[config.mk]
export PLATFORM = sky130hd
export DESIGN_NAME = sram_block_reader_flat
export DESIGN_NICKNAME = d
export VERILOG_FILES = /design/src/rtl/sram_block_reader_pkg.sv /design/src/rtl/sram_block_reader_if.sv /design/src/rtl/sram_block_reader_rd_fifo.sv /design/src/rtl/sram_block_reader.sv /design/src/flat_wrapper.sv
export SDC_FILE = /design/constraint.sdc
export NUM_CORES = 1
export LEC_CHECK = 0
export ABC_CLOCK_PERIOD_IN_PS = 2700
export BUFFER_PORTS_ARGS = -buffer_cell sky130_fd_sc_hd__buf_2
export CORE_AREA = 2 2 92 94
export CTS_CLUSTER_SIZE = 8
export DETAILED_ROUTE_END_ITERATION = 8
export DIE_AREA = 0 0 94 96
export PLACE_DENSITY_LB_ADDON = 0.25
export RECOVER_POWER = 100
export SLEW_MARGIN = 20
export SYNTH_ARGS = -nofsm -noshare
export SYNTH_HDL_FRONTEND = slang
export SYNTH_SLANG_ARGS = --single-unit
[constraint.sdc]
create_clock -name clk -period 2.7 [get_ports clk]
set_clock_uncertainty 0.15 [all_clocks]
set_input_delay 0.135 -clock clk [delete_from_list [all_inputs] [get_ports clk]]
set_output_delay 0.135 -clock clk [all_outputs]
set_load 0.02 [all_outputs]
[src/rtl/sram_block_reader_pkg.sv]
// Shared types and constants for the packet SRAM egress read engine.
// Memory geometry lives here so the reader, its FIFO and the bench agree on widths.
package sram_block_reader_pkg;

  localparam int BLOCK_BITS = 16;
  localparam int NUM_BLOCKS = 12;
  localparam int ADDR_W     = 4;
  localparam int LEN_W      = ADDR_W + 1;

  typedef logic [ADDR_W-1:0]     blk_addr_t;
  typedef logic [BLOCK_BITS-1:0] blk_data_t;

  typedef enum logic {
    RD_IDLE = 1'b0,
    RD_RUN  = 1'b1
  } rd_state_t;

  // NUM_BLOCKS need not be a power of two, so the wrap is an explicit compare.
  function automatic blk_addr_t next_blk(input blk_addr_t a);
    return (a == blk_addr_t'(NUM_BLOCKS - 1)) ? '0 : a + 1'b1;
  endfunction

endpackage

[src/rtl/sram_block_reader_if.sv]
// Command, SRAM read port, output stream and free report of the block reader.
// Handshakes: a transfer happens on a rising edge where valid && ready; valid never waits on ready.
interface sram_block_reader_if;
  import sram_block_reader_pkg::*;

  logic                 cmd_valid;
  logic                 cmd_ready;
  blk_addr_t            cmd_addr;
  logic [LEN_W-1:0]     cmd_len;
  blk_addr_t            sram_r_addr;
  blk_data_t            sram_r_data;
  logic                 out_valid;
  logic                 out_ready;
  blk_data_t            out_data;
  logic                 out_last;
  logic                 free_valid;
  blk_addr_t            free_addr;
  logic                 busy;

  modport slave (
    input  cmd_valid, cmd_addr, cmd_len, sram_r_data, out_ready,
    output cmd_ready, sram_r_addr, out_valid, out_data, out_last,
           free_valid, free_addr, busy
  );

  modport master (
    output cmd_valid, cmd_addr, cmd_len, sram_r_data, out_ready,
    input  cmd_ready, sram_r_addr, out_valid, out_data, out_last,
           free_valid, free_addr, busy
  );

endinterface

[src/rtl/sram_block_reader_rd_fifo.sv]
// Synchronous FIFO of {block address, block data} with occupancy count.
// Caller guarantees no push when full; pops on empty are ignored.
module rd_fifo
  import sram_block_reader_pkg::*;
#(
  parameter  int DEPTH = 4,
  localparam int PTR_W = $clog2(DEPTH),
  localparam int CNT_W = PTR_W + 1
) (
  input  logic             clk,
  input  logic             rst,
  input  logic             i_push,
  input  blk_addr_t        i_addr,
  input  blk_data_t        i_data,
  input  logic             i_pop,
  output blk_addr_t        o_addr,
  output blk_data_t        o_data,
  output logic [CNT_W-1:0] o_count
);

  blk_addr_t        r_addr_mem [DEPTH];
  blk_data_t        r_data_mem [DEPTH];
  logic [PTR_W-1:0] r_wptr;
  logic [PTR_W-1:0] r_rptr;
  logic [CNT_W-1:0] r_count;
  logic             w_pop;

  assign w_pop = i_pop && (r_count != '0);

  always_ff @(posedge clk) begin
    if (i_push) begin
      r_addr_mem[r_wptr] <= i_addr;
      r_data_mem[r_wptr] <= i_data;
    end
  end

  always_ff @(posedge clk or posedge rst) begin
    if (rst) begin
      r_wptr  <= '0;
      r_rptr  <= '0;
      r_count <= '0;
    end else begin
      if (i_push) r_wptr <= r_wptr + 1'b1;
      if (w_pop)  r_rptr <= r_rptr + 1'b1;
      case ({i_push, w_pop})
        2'b10:   r_count <= r_count + 1'b1;
        2'b01:   r_count <= r_count - 1'b1;
        default: r_count <= r_count;
      endcase
    end
  end

  assign o_addr  = r_addr_mem[r_rptr];
  assign o_data  = r_data_mem[r_rptr];
  assign o_count = r_count;

endmodule

[src/rtl/sram_block_reader.sv]
// Egress read engine: walks a run of SRAM blocks, hides the 1-cycle read latency
// behind a small FIFO and streams {addr,data} out with full backpressure.
module sram_block_reader
  import sram_block_reader_pkg::*;
#(
  parameter  int FIFO_DEPTH = 4,
  localparam int CNT_W      = $clog2(FIFO_DEPTH) + 1
) (
  input  logic                 clk,
  input  logic                 rst,
  sram_block_reader_if.slave   io_bus,
  output rd_state_t            o_state
);

  rd_state_t        r_state;
  blk_addr_t        r_issue_ptr;
  blk_addr_t        r_rd_addr;
  logic [LEN_W-1:0] r_issue_left;
  logic [LEN_W-1:0] r_out_left;
  logic             r_inflight;

  logic [CNT_W-1:0] w_count;
  logic [CNT_W:0]   w_occupancy;
  logic             w_issue;
  logic             w_valid;
  logic             w_xfer;
  blk_addr_t        w_head_addr;
  blk_data_t        w_head_data;

  // Credit counts the read in flight; a pop this cycle frees nothing until next cycle.
  assign w_occupancy = {1'b0, w_count} + (CNT_W + 1)'(r_inflight);
  assign w_issue     = (r_issue_left != '0) && (w_occupancy < (CNT_W + 1)'(FIFO_DEPTH));
  assign w_valid     = (w_count != '0);
  assign w_xfer      = w_valid && io_bus.out_ready;

  always_ff @(posedge clk or posedge rst) begin
    if (rst) begin
      r_state      <= RD_IDLE;
      r_issue_ptr  <= '0;
      r_rd_addr    <= '0;
      r_issue_left <= '0;
      r_out_left   <= '0;
      r_inflight   <= 1'b0;
    end else begin
      r_inflight <= w_issue;
      if (w_issue) begin
        r_rd_addr    <= r_issue_ptr;
        r_issue_ptr  <= next_blk(r_issue_ptr);
        r_issue_left <= r_issue_left - 1'b1;
      end
      case (r_state)
        RD_IDLE: begin
          // Zero-length commands are consumed here and never leave IDLE.
          if (io_bus.cmd_valid && (io_bus.cmd_len != '0)) begin
            r_state      <= RD_RUN;
            r_issue_ptr  <= io_bus.cmd_addr;
            r_issue_left <= io_bus.cmd_len;
            r_out_left   <= io_bus.cmd_len;
          end
        end
        RD_RUN: begin
          if (w_xfer) begin
            r_out_left <= r_out_left - 1'b1;
            if (r_out_left == LEN_W'(1)) r_state <= RD_IDLE;
          end
        end
        default: r_state <= RD_IDLE;
      endcase
    end
  end

  rd_fifo #(.DEPTH(FIFO_DEPTH)) u_fifo (
    .clk     (clk),
    .rst     (rst),
    .i_push  (r_inflight),
    .i_addr  (r_rd_addr),
    .i_data  (io_bus.sram_r_data),
    .i_pop   (w_xfer),
    .o_addr  (w_head_addr),
    .o_data  (w_head_data),
    .o_count (w_count)
  );

  assign io_bus.cmd_ready   = (r_state == RD_IDLE);
  assign io_bus.busy        = (r_state == RD_RUN);
  assign io_bus.sram_r_addr = w_issue ? r_issue_ptr : r_rd_addr;
  assign io_bus.out_valid   = w_valid;
  assign io_bus.out_data    = w_head_data;
  assign io_bus.free_addr   = w_head_addr;
  assign io_bus.out_last    = w_valid && (r_out_left == LEN_W'(1));
  assign io_bus.free_valid  = w_xfer;
  assign o_state            = r_state;

endmodule
[src/flat_wrapper.sv]
// flat-port wrapper written by rule: the top's interface ports become plain ports
module sram_block_reader_flat import sram_block_reader_pkg::*;
#(
  parameter  int FIFO_DEPTH = 4,
  localparam int CNT_W      = $clog2(FIFO_DEPTH) + 1
)
  (clk, rst, o_state, io_bus_cmd_valid, io_bus_cmd_addr, io_bus_cmd_len, io_bus_sram_r_data, io_bus_out_ready, io_bus_cmd_ready, io_bus_sram_r_addr, io_bus_out_valid, io_bus_out_data, io_bus_out_last, io_bus_free_valid, io_bus_free_addr, io_bus_busy);
  sram_block_reader_if io_bus_i ();
  input  logic clk;
  input  logic rst;
  output rd_state_t o_state;
  input wire logic [$bits(io_bus_i.cmd_valid)-1:0] io_bus_cmd_valid;
  input wire logic [$bits(io_bus_i.cmd_addr)-1:0] io_bus_cmd_addr;
  input wire logic [$bits(io_bus_i.cmd_len)-1:0] io_bus_cmd_len;
  input wire logic [$bits(io_bus_i.sram_r_data)-1:0] io_bus_sram_r_data;
  input wire logic [$bits(io_bus_i.out_ready)-1:0] io_bus_out_ready;
  output wire logic [$bits(io_bus_i.cmd_ready)-1:0] io_bus_cmd_ready;
  output wire logic [$bits(io_bus_i.sram_r_addr)-1:0] io_bus_sram_r_addr;
  output wire logic [$bits(io_bus_i.out_valid)-1:0] io_bus_out_valid;
  output wire logic [$bits(io_bus_i.out_data)-1:0] io_bus_out_data;
  output wire logic [$bits(io_bus_i.out_last)-1:0] io_bus_out_last;
  output wire logic [$bits(io_bus_i.free_valid)-1:0] io_bus_free_valid;
  output wire logic [$bits(io_bus_i.free_addr)-1:0] io_bus_free_addr;
  output wire logic [$bits(io_bus_i.busy)-1:0] io_bus_busy;
  assign io_bus_i.cmd_valid = io_bus_cmd_valid;
  assign io_bus_i.cmd_addr = io_bus_cmd_addr;
  assign io_bus_i.cmd_len = io_bus_cmd_len;
  assign io_bus_i.sram_r_data = io_bus_sram_r_data;
  assign io_bus_i.out_ready = io_bus_out_ready;
  assign io_bus_cmd_ready = io_bus_i.cmd_ready;
  assign io_bus_sram_r_addr = io_bus_i.sram_r_addr;
  assign io_bus_out_valid = io_bus_i.out_valid;
  assign io_bus_out_data = io_bus_i.out_data;
  assign io_bus_out_last = io_bus_i.out_last;
  assign io_bus_free_valid = io_bus_i.free_valid;
  assign io_bus_free_addr = io_bus_i.free_addr;
  assign io_bus_busy = io_bus_i.busy;
  sram_block_reader #(.FIFO_DEPTH(FIFO_DEPTH)) u_core (.clk(clk), .rst(rst), .io_bus(io_bus_i), .o_state(o_state));
endmodule
-- After elaboration in Yosys (flattened, before gate mapping)
Memory sizes are Yosys's and may differ from the RTL's.
Index checks and enable logic that the tools add are counted.
- register bits after elaboration: 27
- bits in writable memories: 80
- output and inout bits: 30
- word-level logic and storage cells: 55
- memories: 2
- memory list (name ; depth ; width ; rd ports ; clocked after Yosys merged registers in ; write ports ; RTL line ; text):
    u_core.u_fifo.r_data_mem ; 4 ; 16 ; 1 ; 0 ; 1 ; sram_block_reader_rd_fifo.sv:22 ; blk_data_t r_data_mem [DEPTH];
    u_core.u_fifo.r_addr_mem ; 4 ; 4 ; 1 ; 0 ; 1 ; sram_block_reader_rd_fifo.sv:21 ; blk_addr_t r_addr_mem [DEPTH];
- $add $sub $neg: 8
- order comparisons: 1
- equal/unequal tests: 6
- multiplexer cells: 18
- bitwise operators: 1
- reduce and logical (&&, ||, !) cells: 10
- operators with widths (kind ; number):
    two-way mux 5 bit ; 5
    two-way mux 4 bit ; 5
    case mux 5 bit (2 select lines) ; 1
    nonzero test 5 bit ; 2
    subtractor 5 x 1 -> 5 bit (second input constant) ; 2
    case mux 3 bit (2 select lines) ; 1
    == test 5 x 1 -> 1 bit (second input constant) ; 1
    logical AND 1 bit ; 5
    two-way mux 1 bit ; 5
    adder 2 x 1 -> 2 bit (second input constant) ; 2
    adder 3 x 1 -> 4 bit ; 1
    adder 4 x 1 -> 4 bit (second input constant) ; 1
    == test 4 bit (second input constant) ; 1
    < comparator 4 x 3 -> 1 bit (second input constant) ; 1
    adder 3 x 1 -> 3 bit (second input constant) ; 1
    nonzero test 3 bit ; 1
    subtractor 3 x 1 -> 3 bit (second input constant) ; 1
    == test 2 x 1 -> 1 bit (second input constant) ; 1
    == test 2 bit (second input constant) ; 1
    inequality test 2 x 1 -> 1 bit (second input constant) ; 1
    inequality test 2 bit (second input constant) ; 1
    case mux 1 bit (2 select lines) ; 1
    AND reduction 2 bit ; 1
    nonzero test 2 bit ; 1
    inverter 1 bit ; 1

-- Longest topological paths before layout
Gate-level depths: netlist (run 1).
- depth after elaboration: 6
- mapped depth: 8
- mapped depth without buffers: 7

-- By module
Synthesis (run 1) repeated with hierarchy kept, for this count alone.
- cells, all modules: 262
- area, all modules: 4470.5 µm²
- modules (own cells, without submodules) (module ; instances ; cells an instance ; area an instance (µm²) ; seq. area each (µm²)):
    rd_fifo ; 1 ; 140 ; 3289.4 ; 2577.5
    sram_block_reader ; 1 ; 122 ; 1181.1 ; 500.5

-- Least setup slack after synthesis (run 1)
OpenSTA, ideal clock, no wires.
- path kind: register to register
- start: register u_core.u_fifo.r_count[0] (netlist: u_core.u_fifo.o_count[0])
- end: register u_core.u_fifo.r_count[2] (netlist: u_core.u_fifo.o_count[2])
- data arrival time: 1.895 ns
- required time: 2.471 ns
- setup slack: 0.576 ns
- stages on the path, launching flop included: 9
- buffers on the path: 1
- path through: dfrtp_1 -> o31a_1 -> buf_2 -> ha_1 -> inv_1 -> fa_1 -> xor2_1 -> nor2_1 -> xor2_1
- longest elaborated chain between the ends: 5
- elaborated cells on any way between the ends: 9
- classes of those cells: add/sub (2); eq/ne (2); mux (1); reduce/logical (4)
- ends and longest elaborated chain (what ; RTL line ; text):
    start, declared ; sram_block_reader_rd_fifo.sv:25 ; logic [CNT_W-1:0] r_count;
    start signal, assigned ; sram_block_reader_rd_fifo.sv:46 ; 2'b10: r_count <= r_count + 1'b1;
    start signal, assigned ; sram_block_reader_rd_fifo.sv:47 ; 2'b01: r_count <= r_count - 1'b1;
    start signal, assigned ; sram_block_reader_rd_fifo.sv:48 ; default: r_count <= r_count;
    nonzero test 3 bit (*) ; sram_block_reader.sv:33 ; assign w_valid = (w_count != '0);
    logical AND 1 bit (*) ; sram_block_reader.sv:34 ; assign w_xfer = w_valid && io_bus.out_ready;
    via io_bus_free_valid ; flat_wrapper.sv:22 ; output wire logic [$bits(io_bus_i.free_valid)-1:0] io_bus_free_valid;
    logical AND 1 bit (*) ; sram_block_reader_rd_fifo.sv:28 ; assign w_pop = i_pop && (r_count != '0);
    == test 2 x 1 -> 1 bit or == test 2 bit (tied branches) ; sram_block_reader_rd_fifo.sv:45 ; case ({i_push, w_pop})
    case mux 3 bit (2 select lines) or nonzero test 2 bit (tied branches) ; -- ;
The timed path passes the listed nets; every way through them passes the cells marked *.
A chain may end at the register's enable or synchronous reset.

-- Worst setup path in the final report (run 1)
- start: register u_core.u_fifo.r_rptr[0]
- end: output port io_bus_free_addr[2]
- longest elaborated chain between the ends: 1
- ends and longest elaborated chain (what ; RTL line ; text):
    start, declared ; sram_block_reader_rd_fifo.sv:24 ; logic [PTR_W-1:0] r_rptr;
    start signal, assigned ; sram_block_reader_rd_fifo.sv:44 ; if (w_pop) r_rptr <= r_rptr + 1'b1;
    memory (4 x 4 bit) ; -- ;
    end, declared ; flat_wrapper.sv:23 ; output wire logic [$bits(io_bus_i.free_addr)-1:0] io_bus_free_addr;
No other way between the ends.

==> impl_metrics.env, run 1 <==
export IMPL_status="complete, but fails checks"
export IMPL_violations="max-capacitance violations"
export IMPL_period_share=0.9129
export IMPL_post_route_min_period_ns=2.465
export IMPL_fin_setup_tns_ns=0
export IMPL_grt_usage=0.1830
export IMPL_num_io_pins=59
export IMPL_synth_compound_area_frac=0.06777
export IMPL_die_y_um=96
export IMPL_post_cts_buffers=0
export IMPL_peakVddDrop_uv=628.4
export IMPL_hp_class="in -> reg"
export IMPL_diodes=0
export IMPL_crit_start="u_core.u_fifo.r_rptr[0]$_DFFE_PP0P_"
export IMPL_synth_distinct_cells=43
export IMPL_rsz0062_at_grt="no"
export IMPL_num_rows=33
export IMPL_initial_core_util=0.5549
export IMPL_wl_per_cell_um=15.91
export IMPL_synth_fa_ha_area_frac=0.02968
export IMPL_cts_tree="yes"
export IMPL_setup_viol=0
export IMPL_leakage_nw=1.967
export IMPL_first_pass_iters=4
export IMPL_post_synth_cell_area_avg_um2=16.31
export IMPL_clock_latency_ns=0.36
export IMPL_critPathMaxFanout=20
export IMPL_timing_fmax_mhz=405.7
export IMPL_wirelength_mm=7.542
export IMPL_fill_cells=624
export IMPL_crit_arrival_ns=2.18
export IMPL_antenna_found_initial=0
export IMPL_synth_top_family_by_area="multiplexers"
export IMPL_syn_area_mm2=0.004468
export IMPL_syn_to_final_growth_pct=17.89
export IMPL_crit_end="io_bus_free_addr[2]"
export IMPL_portBuffers=58
export IMPL_muxShareOfSynthArea=0.1031
export IMPL_synth_ff_type="edfxtp_1"
export IMPL_grt_pass1_vias=2558
export IMPL_via_per_inst=5.373
export IMPL_grt_pass1_wl_mm=12.19
export IMPL_nets=403
export IMPL_ctsResizeCount=0
export IMPL_drtIter0Drc=137
export IMPL_grt_max_degree=28
export IMPL_slew_headroom=0.0008564
export IMPL_maxCapViolCount=1
export IMPL_crit_path_start_kind="register"
export IMPL_required_ns=2.41
export IMPL_tightestPinTransition_ns=1.499
export IMPL_synth_simple_gate_area_frac=0.06553
export IMPL_place_gp_congestion=0.8168
export IMPL_yosys_register_bits=107
export IMPL_stdcell_count=474
export IMPL_die_x_um=94
export IMPL_core_area_mm2=0.008051
export IMPL_cts_clk_slew_worst_paths_ns=0.09
export IMPL_pre_cts_slack_ns=0.3782
export IMPL_yosys_warnings=0
export IMPL_drive_gt1_frac=0.2195
export IMPL_r2r_cells=7
export IMPL_cts_buffers=9
export IMPL_clockBufferDepth=2
export IMPL_hold_viol=0
export IMPL_slew_viol_final=0
export IMPL_dieArea_mm2=0.009024
export IMPL_synth_nets=313
export IMPL_fin_ws_ns=0.2353
export IMPL_synthArstFlopShare=0.2523
export IMPL_ff2ff_setup_slack_ns=0.36
export IMPL_drc=0
export IMPL_netlist_instances=274
export IMPL_h_tree_depth=3
export IMPL_worstSetupPathType="reg -> out"
export IMPL_place_inst=432
export IMPL_place_hpwl_mm=5.028
export IMPL_worstSetupEndpointType="primary output"
export IMPL_drtAntennaViolNets=0
export IMPL_ys_seq_area_frac=0.6889
export IMPL_synth_edf_count=80
export IMPL_synth_xor_area_frac=0.01764
export IMPL_grt_ovfl_total=0
export IMPL_regToRegStartpoint="u_core.u_fifo.o_count[0]$_DFFE_PP0P_"
export IMPL_regToRegEndpoint="u_core.u_fifo.o_count[2]$_DFFE_PP0P_"
export IMPL_p_per_area_mw_per_mm2=1125
export IMPL_cts_root_buf="clkbuf_8"
export IMPL_num_vias=2547
export IMPL_clkSinkCount=107
-- routing by layer --
metal	wire [um]	share of wire	up-vias	GRT usage
li1	-	-	1223	-
met1	3275	0.43	1257	0.2317
met2	3863	0.51	60	0.3155
met3	307	0.041	7	0.03994
met4	95	0.013	0	0.06401
met5	0	0	-	0
-- registers in the layout, indices dropped and copies added, names as in the netlist --
name,flops
u_core.io_bus.busy,1
u_core.r_rd_addr,4
u_core.u_fifo.r_rptr,2
u_core.r_inflight,1
u_core.r_issue_left,5
u_core.u_fifo.r_wptr,2
u_core.r_issue_ptr,4
u_core.u_fifo.r_data_mem,64
u_core.r_out_left,5
u_core.u_fifo.o_count,3
u_core.u_fifo.r_addr_mem,16
-- timing repair --
item	in CTS	in global routing
endpoints found under the setup margin	0	0
hold buffers	26	0
endpoints found under the hold margin	101	0
-- logic make-up (layout without fill, tap and decap cells) --
logic type      count (synthesis)  count (layout)
flops                         107             107
compound gates                 39              39
simple gates                   61              61
fa+ha+maj                      10              10
mux                            21              21
buf+inv                        27             122
xor+xnor                        9               9
-- cells in the final DEF (no fill, tap or decap), types with 2 or more instances in the layout --
cell type	instances
a211oi_1	2
mux4_2	20
ha_1	9
o21ai_0	9
or3_1	2
o31a_1	2
nor3_1	6
a31oi_1	3
o31ai_1	2
buf_2	13
nand3_1	6
o41ai_1	2
a21oi_1	7
a22o_1	2
clkbuf_8	9
clkbuf_2	25
a221oi_1	4
clkbuf_1	27
xor2_1	5
dfrtp_1	27
nand2_1	26
o21ai_2	2
xnor2_1	4
and2_0	4
dlygate4sd3_1	26
edfxtp_1	80
nor2_1	9
inv_6	3
nor2b_1	3
inv_1	13
-- synthesized netlist by cell type, drive strengths merged, types with 5 or more instances --
cell type | number | share of area
xor2 | 5 | 0.0098
nand2 | 27 | 0.023
a21oi | 7 | 0.0087
inv | 14 | 0.012
clkbuf | 5 | 0.0042
nor3 | 6 | 0.0067
nand3 | 6 | 0.0067
ha | 9 | 0.025
mux4 | 20 | 0.10
dfrtp | 27 | 0.15
buf | 8 | 0.011
nor2 | 9 | 0.0076
o21ai | 11 | 0.015
edfxtp | 80 | 0.54
-- area by class of cell --
cell class	instances	area, um2	share of cell area
clock buffer	9	123.9	0.02352
clock inverter	7	81.33	0.01544
inverter	14	52.55	0.009976
multi-input combinational	140	1241	0.2356
sequential	107	3078	0.5843
tap	105	131.4	0.02494
timing repair buffer	92	559.3	0.1062
-- worst max-delay path, stage by stage (launching register included) --
cell	delay (ns)
dfrtp_1	0.39
clkbuf_2	0.63
mux4_2	0.61
clkbuf_2	0.17
-- through the flow --
stage / hold slack [ns] / total power, mW / cell area (um2) / utilization
finish: 0.05986 / 5.927 / 5268 / 0.6542
global route: 0.08710 / 6.325 / 5268 / 0.6542
CTS: 0.03275 / 6.063 / 5345 / 0.6639
detailed placement: 0.06910 / 5.052 / 4880 / 0.6061
global placement: 0.06329 / 4.986 / 4880 / 0.6061
floorplan: 0.03772 / 4.398 / 4468 / -
-- worst min-delay path by stage --
stage,start,end,slack (ns),cells after the start
finish,io_bus_cmd_valid,u_core.r_out_left[4]$_DFFE_PP0P_,0.06,3
global route,io_bus_cmd_valid,u_core.r_out_left[4]$_DFFE_PP0P_,0.09,3
CTS,io_bus_cmd_valid,u_core.r_out_left[4]$_DFFE_PP0P_,0.03,3
detailed placement,rst,u_core.r_issue_left[0]$_DFF_PP0_,0.07,3
global placement,rst,u_core.r_out_left[4]$_DFFE_PP0P_,0.06,3
floorplan,rst,u_core.io_bus.busy$_DFF_PP0_,0.04,1
-- power breakdown --
group          leakage [nW]  switching (mW)  total (mW)  internal (mW)
clock network         0.107           0.530       0.975          0.445
registers              1.05           0.367        2.71           2.35
logic                 0.806            1.31        2.24          0.933
Power figures use the tool's default switching activity.
==> inputs of run 2 (changes only) <==
Settings changed: ABC_CLOCK_PERIOD_IN_PS 2700 to 2050, CORE_AREA 2 2 92 94 to 4 4 99 101, DIE_AREA 0 0 94 96 to 0 0 103 105.
Clock period 2.7 ns to 2.05 ns, I/O delays scaled along.
==> impl_metrics.env, run 2 (synthesis gave the netlist of run 1 again) <==
export IMPL_antenna_found_initial=0
export IMPL_tightestPinTransition_ns=0.6875
export IMPL_required_ns=1.80
export IMPL_nets=431
export IMPL_maxCapViolCount=0
export IMPL_largest_register="u_core.u_fifo.r_data_mem"
export IMPL_worstSetupPathType="reg -> out"
export IMPL_h_tree_depth=3
export IMPL_wirelength_mm=8.468
export IMPL_wl_per_cell_um=16.70
export IMPL_status="complete, but fails checks"
export IMPL_crit_top_cell="nand2_2"
export IMPL_period_share=1.087
export IMPL_slew_viol_final=0
export IMPL_critPathMaxFanout=6
export IMPL_power_share_clock=0.133
export IMPL_grt_max_degree=28
export IMPL_crit_family="simple AND/OR/NAND/NOR gates"
export IMPL_fin_ws_ns=-0.1791
export IMPL_pre_cts_slack_ns=0.02731
export IMPL_num_rows=35
export IMPL_reg_largest_list="u_core.u_fifo.r_data_mem (64), u_core.u_fifo.r_addr_mem (16)"
export IMPL_p_sw_mw=3.236
export IMPL_cp_slowest_stage_delay_ns=0.50
export IMPL_final_cell_mix="edfxtp_1, buf_2, buf_4"
export IMPL_seq_power_share=0.411
export IMPL_swShare=0.3752
export IMPL_hold_viol=0
export IMPL_stdcell_count=507
export IMPL_grt_pass1_wl_mm=13.57
export IMPL_via_per_inst=5.252
export IMPL_diodes=0
export IMPL_initial_core_util=0.4953
export IMPL_slew_headroom=0.5417
export IMPL_clkSinkCount=107
export IMPL_final_common_cell="edfxtp_1"
export IMPL_place_gp_congestion=0.7986
export IMPL_setup_viol=7
export IMPL_hp_class="in -> reg"
export IMPL_largest_register_ffs=64
export IMPL_first_pass_iters=5
export IMPL_drtIter0Drc=140
export IMPL_die_y_um=105
export IMPL_die_x_um=103
export IMPL_core_area_mm2=0.009021
export IMPL_clockBufferDepth=2
export IMPL_portBuffers=58
export IMPL_p_int_mw=5.389
export IMPL_worstSetupEndpointType="primary output"
export IMPL_dieArea_mm2=0.01082
export IMPL_timing_fmax_mhz=448.6
export IMPL_violations="negative setup slack"
export IMPL_grt_pass1_vias=2847
export IMPL_cts_clk_slew_worst_paths_ns=0.10
export IMPL_grt_ovfl_total=0
export IMPL_drtAntennaViolNets=0
export IMPL_crit_arrival_ns=1.98
export IMPL_leakage_nw=2.147
export IMPL_crit_slowest_cell="or4b_4"
export IMPL_post_route_min_period_ns=2.229
export IMPL_crit_path_start_kind="register"
export IMPL_r2r_cells=14
export IMPL_finalInstanceArea_mm2=0.005619
export IMPL_combPwrFrac=0.456
export IMPL_rsz0062_at_grt="yes"
export IMPL_place_inst=442
export IMPL_path_cells="inv_2, ha_4, or4b_4, nand2_8, inv_8, nand2_2, nand2_2, buf_6"
export IMPL_grt_usage=0.1638
export IMPL_peakVddDrop_uv=786.9
export IMPL_num_io_pins=59
export IMPL_p_per_area_mw_per_mm2=1535
export IMPL_drive_gt1_frac=0.3384
export IMPL_clock_latency_ns=0.36
export IMPL_drc=0
export IMPL_hold_depth=4
export IMPL_syn_to_final_growth_pct=25.76
export IMPL_num_vias=2663
export IMPL_cts_root_buf="clkbuf_8"
export IMPL_path_depth=8
export IMPL_cts_buffers=9
export IMPL_place_hpwl_mm=5.101
export IMPL_place_area_mm2=0.004930
export IMPL_cts_tree="yes"
export IMPL_crit_buf_inv=3
## run 2: changes by cell type in the layout (fill, tap and decap cells not counted), sizes merged
cell / before / now
clkbuf: 61 / 34
bufinv: 1 / 0
buf: 14 / 68
dlygate4sd3: 26 / 27
inv: 18 / 16
clkinv: 2 / 4
## run 2: tightest hold or removal path, delay by kind of cell
family / cells / cell delay, ns
adder cells (fa/ha/maj): 1 / 0.21
buffers and inverters: 1 / 0.09
XOR/XNOR: 1 / 0.09
AO/OA/AOI/OAI: 1 / 0.16
## run 2: repair_timing
item / 4_1_cts / 5_1_grt
hold endpoints to repair: 102 / 0
resized for setup: 25 / 9
setup endpoints to repair: 4 / 5
hold buffers: 27 / 0
buffers inserted: 17 / 6
pin swaps: 4 / 8
## run 2: final timing paths
kind | start | end | slack [ns]
setup / recovery | u_core.r_issue_left[0]$_DFF_PP0_ | io_bus_sram_r_addr[2] | -0.18
hold / removal | io_bus_out_ready | u_core.u_fifo.o_count[0]$_DFFE_PP0P_ | 0.19
setup reg to reg | u_core.r_issue_left[1]$_DFF_PP0_ | u_core.r_issue_left[1]$_DFF_PP0_ | -0.08
hold reg to reg | u_core.u_fifo.r_wptr[0]$_DFFE_PP0P_ | u_core.u_fifo.r_wptr[0]$_DFFE_PP0P_ | 0.38
max in group asynchronous | rst | u_core.u_fifo.o_count[1]$_DFFE_PP0P_ | 0.98
min in group asynchronous | rst | u_core.r_rd_addr[3]$_DFF_PP0_ | 0.32
## run 2: final cells by class
type                       instances  area [um2]
multi-input combinational        140        1348
timing repair buffer             120       820.8
fill                             689        3402
tap                              111       138.9
clock inverter                     6       50.05
clock buffer                       9       123.9
inverter                          14       60.06
sequential                       107        3078
## run 2: power groups by stage
stage | sequential, mW | combinational [mW] | clock (mW)
floorplan | 3.43 | 2.37 | 0
global placement | 3.52 | 3.15 | 0
detailed placement | 3.55 | 3.21 | 0
CTS | 3.52 | 3.75 | 1.19
global route | 3.62 | 4.30 | 1.27
finish | 3.55 | 3.93 | 1.15
## run 2: per-layer routing
| layer | track usage | wire [um] | vias up | part of all wire |
|---|---|---|---|---|
| met5 | 0 | 0 | - | 0 |
| met4 | 0.04625 | 169 | 0 | 0.020 |
| met3 | 0.03338 | 387 | 15 | 0.046 |
| met2 | 0.2883 | 4400 | 72 | 0.52 |
| met1 | 0.2012 | 3509 | 1301 | 0.41 |
| li1 | - | - | 1275 | - |
## run 2: stage by stage
step                      hold WS (ns)  utilization  TNS, ns  power [mW]
after global routing            0.2369       0.6229   -1.338       9.189
after global placement         0.03043       0.5465        0       6.672
final                           0.1922       0.6229  -0.7095       8.625
after CTS                       0.1723       0.6186  -0.3047       8.456
after detailed placement       0.03406       0.5465        0       6.761
after floorplan               0.005215            -        0       5.796
